$ cat config.mk
export PLATFORM = sky130hd
export DESIGN_NAME = multi_gate_lot_counter
export DESIGN_NICKNAME = d
export VERILOG_FILES = /design/src/rtl/multi_gate_lot_counter.sv
export SDC_FILE = /design/constraint.sdc
export NUM_CORES = 1
export LEC_CHECK = 0
export ABC_CLOCK_PERIOD_IN_PS = 11800
export CAP_MARGIN = 20
export CORE_MARGIN = 10
export CORE_UTILIZATION = 47
export CTS_CLUSTER_SIZE = 16
export DETAILED_ROUTE_END_ITERATION = 6
export PLACE_DENSITY = 0.67
export SYNTH_ARGS = -nofsm -noshare
export SYNTH_HDL_FRONTEND = slang
export SYNTH_SLANG_ARGS = --single-unit
export TNS_END_PERCENT = 5
$ cat constraint.sdc
create_clock -name clock -period 11.8 [get_ports clock]
set_input_delay 2.36 -clock clock [delete_from_list [all_inputs] [get_ports clock]]
set_output_delay 2.36 -clock clock [all_outputs]
set_load 0.005 [all_outputs]
$ cat src/rtl/multi_gate_lot_counter.sv
// Parking-lot occupancy counter fed by per-gate two-beam sensor pairs.
// Each gate decodes entry/exit sequences; a shared arbiter settles count changes.
module multi_gate_lot_counter #(
  parameter int GATES    = 2,
  parameter int CAPACITY = 25,
  localparam int CW      = $clog2(CAPACITY + 1)
) (
  input  logic             clock,
  input  logic             reset,
  input  logic [GATES-1:0] a,
  input  logic [GATES-1:0] b,
  output logic [CW-1:0]    count,
  output logic             full,
  output logic             empty,
  output logic [GATES-1:0] enter_pulse,
  output logic [GATES-1:0] exit_pulse,
  output logic [GATES-1:0] reject_pulse,
  output logic [GATES-1:0] underflow_pulse,
  output logic [GATES-1:0] seq_err
);

  typedef enum logic [2:0] {IDLE, EN1, EN2, EN3, EX1, EX2, EX3, ERR} state_t;

  localparam logic [CW-1:0] CAP = CW'(CAPACITY);

  logic [GATES-1:0] a_meta, a_sync, b_meta, b_sync;
  state_t           state    [GATES];
  state_t           state_nx [GATES];
  logic [GATES-1:0] ent_ev, ext_ev, err_ev;
  logic [GATES-1:0] enter_nx, exit_nx, reject_nx, underflow_nx;
  logic [CW-1:0]    count_nx;

  // Per-gate sequence decoder; pair is {outer, inner} after synchronization.
  always_comb begin
    logic [1:0] pair;
    pair = 2'b00;
    for (int i = 0; i < GATES; i++) begin
      // NOTE: every output of this block gets a default before the case, so no latch is inferred.
      state_nx[i] = state[i];
      ent_ev[i]   = 1'b0;
      ext_ev[i]   = 1'b0;
      err_ev[i]   = 1'b0;
      pair        = {a_sync[i], b_sync[i]};
      case (state[i])
        IDLE: case (pair)
          2'b10:   state_nx[i] = EN1;
          2'b01:   state_nx[i] = EX1;
          2'b11:   begin state_nx[i] = ERR; err_ev[i] = 1'b1; end
          default: ;
        endcase
        EN1: case (pair)
          2'b11:   state_nx[i] = EN2;
          2'b00:   state_nx[i] = IDLE;
          2'b01:   begin state_nx[i] = ERR; err_ev[i] = 1'b1; end
          default: ;
        endcase
        EN2: case (pair)
          2'b01:   state_nx[i] = EN3;
          2'b10:   state_nx[i] = EN1;
          2'b00:   begin state_nx[i] = ERR; err_ev[i] = 1'b1; end
          default: ;
        endcase
        EN3: case (pair)
          2'b00:   begin state_nx[i] = IDLE; ent_ev[i] = 1'b1; end
          2'b11:   state_nx[i] = EN2;
          2'b10:   begin state_nx[i] = ERR; err_ev[i] = 1'b1; end
          default: ;
        endcase
        EX1: case (pair)
          2'b11:   state_nx[i] = EX2;
          2'b00:   state_nx[i] = IDLE;
          2'b10:   begin state_nx[i] = ERR; err_ev[i] = 1'b1; end
          default: ;
        endcase
        EX2: case (pair)
          2'b10:   state_nx[i] = EX3;
          2'b01:   state_nx[i] = EX1;
          2'b00:   begin state_nx[i] = ERR; err_ev[i] = 1'b1; end
          default: ;
        endcase
        EX3: case (pair)
          2'b00:   begin state_nx[i] = IDLE; ext_ev[i] = 1'b1; end
          2'b11:   state_nx[i] = EX2;
          2'b01:   begin state_nx[i] = ERR; err_ev[i] = 1'b1; end
          default: ;
        endcase
        default: if (pair == 2'b00) state_nx[i] = IDLE;
      endcase
    end
  end

  // Exits are settled first, then entries, each in ascending gate order.
  always_comb begin
    logic [CW-1:0] lvl;
    // NOTE: lvl is a running total within one evaluation, so blocking '=' is intended here.
    lvl          = count;
    enter_nx     = '0;
    exit_nx      = '0;
    reject_nx    = '0;
    underflow_nx = '0;
    for (int i = 0; i < GATES; i++) begin
      if (ext_ev[i]) begin
        if (lvl != '0) begin
          exit_nx[i] = 1'b1;
          lvl        = lvl - 1'b1;
        end else begin
          underflow_nx[i] = 1'b1;
        end
      end
    end
    for (int i = 0; i < GATES; i++) begin
      if (ent_ev[i]) begin
        if (lvl < CAP) begin
          enter_nx[i] = 1'b1;
          lvl         = lvl + 1'b1;
        end else begin
          reject_nx[i] = 1'b1;
        end
      end
    end
    count_nx = lvl;
  end

  always_ff @(posedge clock) begin
    if (reset) begin
      a_meta          <= '0;
      a_sync          <= '0;
      b_meta          <= '0;
      b_sync          <= '0;
      for (int i = 0; i < GATES; i++) state[i] <= IDLE;
      count           <= '0;
      full            <= 1'b0;
      empty           <= 1'b1;
      enter_pulse     <= '0;
      exit_pulse      <= '0;
      reject_pulse    <= '0;
      underflow_pulse <= '0;
      seq_err         <= '0;
    end else begin
      a_meta          <= a;
      a_sync          <= a_meta;
      b_meta          <= b;
      b_sync          <= b_meta;
      for (int i = 0; i < GATES; i++) state[i] <= state_nx[i];
      count           <= count_nx;
      full            <= (count_nx == CAP);
      empty           <= (count_nx == '0);
      enter_pulse     <= enter_nx;
      exit_pulse      <= exit_nx;
      reject_pulse    <= reject_nx;
      underflow_pulse <= underflow_nx;
      seq_err         <= err_ev;
    end
  end

endmodule

# Word-level counts from Yosys, hierarchy flattened
# Memories as Yosys holds them, arrays and structs flattened.
# Cells that the tools add are included.
# totals
n_memories	1
input_bits	6
ff_bits	25
mem_bits_rw	6
wordCells	118
output_inout_bits	17
# memory_table
name	words	word_bits	read_ports	rd_ports_with_merged_regs	wr	line_no	rtl
state	2	3	2	0	2	27	state_t state [GATES];
# classes
bitwise	6
order_cmp	2
n_reduce_logical	17
add_sub_neg	4
eq_ne	19
mux	53
# ops
operator	count
$pmux W3 S3	14
$pmux W3 S7	2
$mux W5	8
$mux W1	23
$reduce_or A2 Y1	10
$eq A3 B3 Y1 const B	6
$eq A3 B2 Y1 const B	4
$mux W3	4
$add A5 B1 Y5 const B	2
$lt A5 B5 Y1 const B	2
$reduce_bool A5 Y1	2
$sub A5 B1 Y5 const B	2
$eq A2 B2 Y1 const B	4
$pmux W1 S4	2
$eq A3 B1 Y1 const B	2
$logic_not A3 Y1	2
$eq A5 B5 Y1 const B	1
$logic_not A5 Y1	1
$eq A2 B1 Y1 const B	2
$logic_not A2 Y1	2
$not A1 Y1	4
$or A1 B1 Y1	2

# Depth between registers and ports, before layout
# logic_depth
depth_word	14
mapped_depth	18
depth_no_buf	17

# Worst setup path before layout
# No wires, ideal clock.
# synth_timing
path_kind	register -> register
startpoint	register count[0]
endpoint	register full
path_stages_with_launch	16
t_arrival_ns	3.840
n_path_buf	0
required_time_ns	11.697
setup_ns	0.103
period_less_slack_ns	3.944
path_slack_ns	7.856
cell_sequence	dfxtp_1 inv_1 ha_1 nor4b_4 nor2_1 xnor2_1 inv_1 ha_1 inv_1 or4_1 nand3_1 a22oi_4 o311ai_4 mux2_2 a2111o_1 a2111oi_2
# synth_between
elab_chain_len	13
word_cells_on_any_way	17
cone_classes	add/sub (4); order compare (2); eq/ne (1); mux (8); reduce/logical (2)
# synth_rtl
element	line_no	rtl
start, declared	12	output logic [CW-1:0] count,
start signal, assigned	145	count <= count_nx;
$sub A5 B1 Y5 or $reduce_bool A5 Y1 (tied branches)	105, 103	
$mux W5	103	if (lvl != '0) begin
$mux W5 (*)	102	if (ext_ev[i]) begin
$sub A5 B1 Y5 or $reduce_bool A5 Y1 (tied branches)	105, 103	
$mux W5	103	
$mux W5 (*)	102	
$add A5 B1 Y5 or $lt A5 B5 Y1 (tied branches)	115, 113	
$mux W5	113	if (lvl < CAP) begin
$mux W5 (*)	112	if (ent_ev[i]) begin
$add A5 B1 Y5 or $lt A5 B5 Y1 (tied branches)	115, 113	
$mux W5	113	
$mux W5 (*)	112	
$eq A5 B5 Y1 (*)	146	full <= (count_nx == CAP);
end signal, assigned	146	
end, declared	13	output logic full,
# Mark *: on every way between the ends. The rest lies on a longest branch, timed or not.
# A chain may end at the register's enable or synchronous reset.

# Worst setup path in the final report
# layout_timing
startpoint	register b_sync[0]
endpoint	register full
# layout_between
elab_chain_len	14
word_cells_on_any_way	18
cone_classes	add/sub (3); order compare (2); eq/ne (1); mux (10); reduce/logical (2)
# layout_rtl
element	line_no	rtl
start, declared	26	logic [GATES-1:0] a_meta, a_sync, b_meta, b_sync;
start signal, assigned	143	b_sync <= b_meta;
$logic_not A2 Y1 (*)	63, 81	
$mux W1 (*)	63, 81	
$mux W1	44	case (state[i])
$mux W5	102	
$sub A5 B1 Y5 or $reduce_bool A5 Y1 (tied branches)	105, 103	
$mux W5	103	
$mux W5	102	
$add A5 B1 Y5 or $lt A5 B5 Y1 (tied branches)	115, 113	
$mux W5	113	
$mux W5 (*)	112	
$add A5 B1 Y5 or $lt A5 B5 Y1 (tied branches)	115, 113	
$mux W5	113	
$mux W5 (*)	112	
$eq A5 B5 Y1 (*)	146	
# Marked as above.

==> results.md <==
- Mapped Avg Cell Area: 8.20 µm²
- DRT iter0 DRCs: 118
- Area delta synth->final: 12.5%
- Vias in the first global route: 2019
- Vias/cell: 5.69
- Dominant synthesized flop cell: dfxtp_1
- Sw power: 0.113 mW
- DRT Pass-1 Iters: 4
- Largest net degree at the start of global routing: 31
- Final WL: 5570 µm
- Critical R2R Capture: full$_SDFF_PP0_
- # IOs: 23
- Worst R2R Path Depth: 16
- GRT overflow: 0
- Peak VDD IR: 0.0896 mV
- Crit path kind: reg -> reg
- Flop-to-flop setup slack: 7.41 ns
- H-tree depth: 2
- Int Power: 0.202 mW
- Async set-reset flop share out of synthesis: 0
- MaxCap Viol Count: 0
- WP data arrival: 4.58 ns
- DRC: 0
- Max Clock Freq: 0.228 GHz
- Hold Vio Cnt, Final: 0
- Commonest cells after routing, fill and taps aside: nor2_1 (44), dfxtp_1 (31), nand2_1 (22), clkdlybuf4s50_1 (22)
- TritonCTS clock tree: yes
- # hold bufs at CTS: 0
- Clock tree buffer depth: 2
- Number of library cell types mapped by synthesis: 70
- First-pass GRT wire length: 9290 µm
- Share of the cycle needed by the critical path after routing: 0.372
- Switching part of the total power: 0.359
- Crit path launch type: register
- Hold crit path type: reg -> reg
- Min-delay src: b_meta[0]$_SDFF_PP0_
- Initial antenna violation count: 0
- Post-CTS sizing: 0
- DP Cell Count: 387
- Die Y: 93.7 µm
- Seq pwr share: 0.437
- Crit path required time: 11.99 ns
- Worst hold endpoint: b_sync[0]$_SDFF_PP0_
- Tmin final: 4.39 ns
- CP endpoint kind: register
- Seq/Total Area, Yosys: 0.243
- Netlist Area Pre-Place: 0.00255 mm²
- Clock skew: 0.00719 ns
- Critical-path maximum fanout: 10
- Post-DP HPWL: 4230 µm
- Core Box Area: 0.00517 mm²
- Clk slew on worst S/H paths: 0.07 ns
- Later-pin clock latency in the skew report: 0.29 ns
- Slew @ Worst Pin: 0.678 ns
- Routed len/inst: 14.1 µm
- Final #Nets: 347
- Antenna Cells: 0
- Reg-to-Reg Start: b_sync[0]$_SDFF_PP0_
- Share of layout cells above drive strength 1: 0.108
- GP Congestion: 0.889
- PortBufs: 22
- Leading cell type in the layout, fill and taps excluded: nor2_1
- Antenna viol nets, final: 0
- Hold Path Depth: 1
- Combinational Power Share: 0.295
- Status: completed
- Global-route usage over all layers: 0.127
- Initial Util: 0.493
- Synthesized netlist cell count: 311
- Post-CTS Setup Inserts: 0
- Pleak: 1.04 nW
- Post-synth EDFFs: 0
- Rows: 26
- Power share of the clock group: 0.269
- Die Width: 93.7 µm
- Final Max Slew Viols: 0
- Yosys warning count: 0
- Routed via count: 2246
- Sink Count: 31
- Relative slew slack: 0.543
- TNS Setup: 0 ns
- Yosys reg bits: 31
- TritonCTS buffer count: 5
- Clock Tree Root: clkbuf_8
- RSZ-0062 raised after global routing: false
- Final setup violation count: 0
- Power Dens Cells: 110 mW/mm²
- Full die area: 0.00878 mm²
- Mapped Nets: 334
- Fin cells: 395
## metrics by stage
stage                util  hold slack, ns  setup slack, ns  cell area (µm²)  power [mW]
floorplan               -           0.414             7.86             2550       0.215
global placement    0.537           0.420             7.47             2780       0.232
detailed placement  0.537           0.420             7.42             2780       0.233
CTS                 0.555           0.438             7.39             2870       0.319
global route        0.555           0.462             6.99             2870       0.338
finish              0.555           0.436             7.41             2870       0.315
## routing by layer
| layer | vias up | GRT usage | wire, µm |
|---|---|---|---|
| met2 | 33 | 0.216 | 2730 |
| li1 | 1160 | - | - |
| met1 | 1046 | 0.154 | 2580 |
| met3 | 7 | 0.0280 | 197 |
| met5 | - | 0 | 0 |
| met4 | 0 | 0.0405 | 59 |
## worst max-delay path, cell delays in order (launching register included)
cell and delay [ns]:
dfxtp_1 0.34, inv_1 0.12, ha_1 0.44, nand4b_2 0.24, nor2_1 0.25, xnor2_1 0.17, inv_1 0.09, ha_1 0.18
inv_1 0.10, or4_1 0.55, nand3_1 0.19, a22oi_4 0.12, o311ai_4 0.37, mux2i_1 0.36, a21oi_2 0.11, a2111o_1 0.38
a2111oi_2 0.29
## logic make-up (layout without fill, tap and decap cells)
group / count (synthesis) / count (layout) / share of synthesized area
simple gates: 121 / 121 / 0.249
flops: 31 / 31 / 0.243
compound gates: 87 / 87 / 0.268
fa+ha+maj: 17 / 17 / 0.0834
xor+xnor: 9 / 9 / 0.0383
mux: 14 / 14 / 0.0613
buf+inv: 32 / 46 / 0.0574
## power by group through the flow
stage,Combinational (mW),Clock (mW),Sequential (mW)
after floorplan,0.0941,0,0.121
after global placement,0.0921,0,0.140
after detailed placement,0.0930,0,0.140
after CTS,0.0931,0.0878,0.138
after global routing,0.105,0.0920,0.142
final,0.0929,0.0848,0.138
## flip-flops by register name (all words and copies together), names as in the netlist
register         count
underflow_pulse      2
count                5
reject_pulse         2
full                 1
empty                1
state                6
exit_pulse           2
enter_pulse          2
a_sync               2
a_meta               2
b_meta               2
seq_err              2
b_sync               2
## cell usage after synthesis, drive strengths merged (3+ instances only)
cell type / instances / area (µm²)
a211oi: 4 / 30.0
a21oi: 17 / 88.8
a22oi: 3 / 36.3
a31o: 5 / 43.8
a31oi: 6 / 58.8
and3: 3 / 23.8
buf: 8 / 56.3
clkbuf: 9 / 33.8
dfxtp: 31 / 621
ha: 17 / 213
inv: 15 / 56.3
mux2: 3 / 33.8
mux2i: 10 / 100
nand2: 23 / 88.8
nand2b: 6 / 45.0
nand3: 7 / 35.0
nand4b: 3 / 32.5
nor2: 44 / 165
nor2b: 11 / 68.8
nor3: 10 / 55.1
o211ai: 3 / 22.5
o21ai: 20 / 111
o31ai: 5 / 37.5
or4: 3 / 22.5
xnor2: 7 / 80.1
## final cells by class
class / instances / area (µm²)
repair buffers: 23 / 228
fillers: 497 / 2300
clock buffers: 5 / 68.8
clock inverters: 3 / 23.8
multi-input cells: 248 / 1780
flip-flops and latches: 31 / 621
well taps: 70 / 87.6
inverters: 15 / 56.3
## worst max-delay path by stage
stage,from,end,slack [ns],cells past startpoint
after floorplan,count[0]$_SDFF_PP0_,full$_SDFF_PP0_,7.86,15
after global placement,count[0]$_SDFF_PP0_,full$_SDFF_PP0_,7.47,17
after detailed placement,b_sync[0]$_SDFF_PP0_,full$_SDFF_PP0_,7.42,16
after CTS,b_sync[0]$_SDFF_PP0_,full$_SDFF_PP0_,7.39,16
after global routing,count[0]$_SDFF_PP0_,full$_SDFF_PP0_,6.99,17
final,b_sync[0]$_SDFF_PP0_,full$_SDFF_PP0_,7.41,16
(Power assumes the default switching activity.)
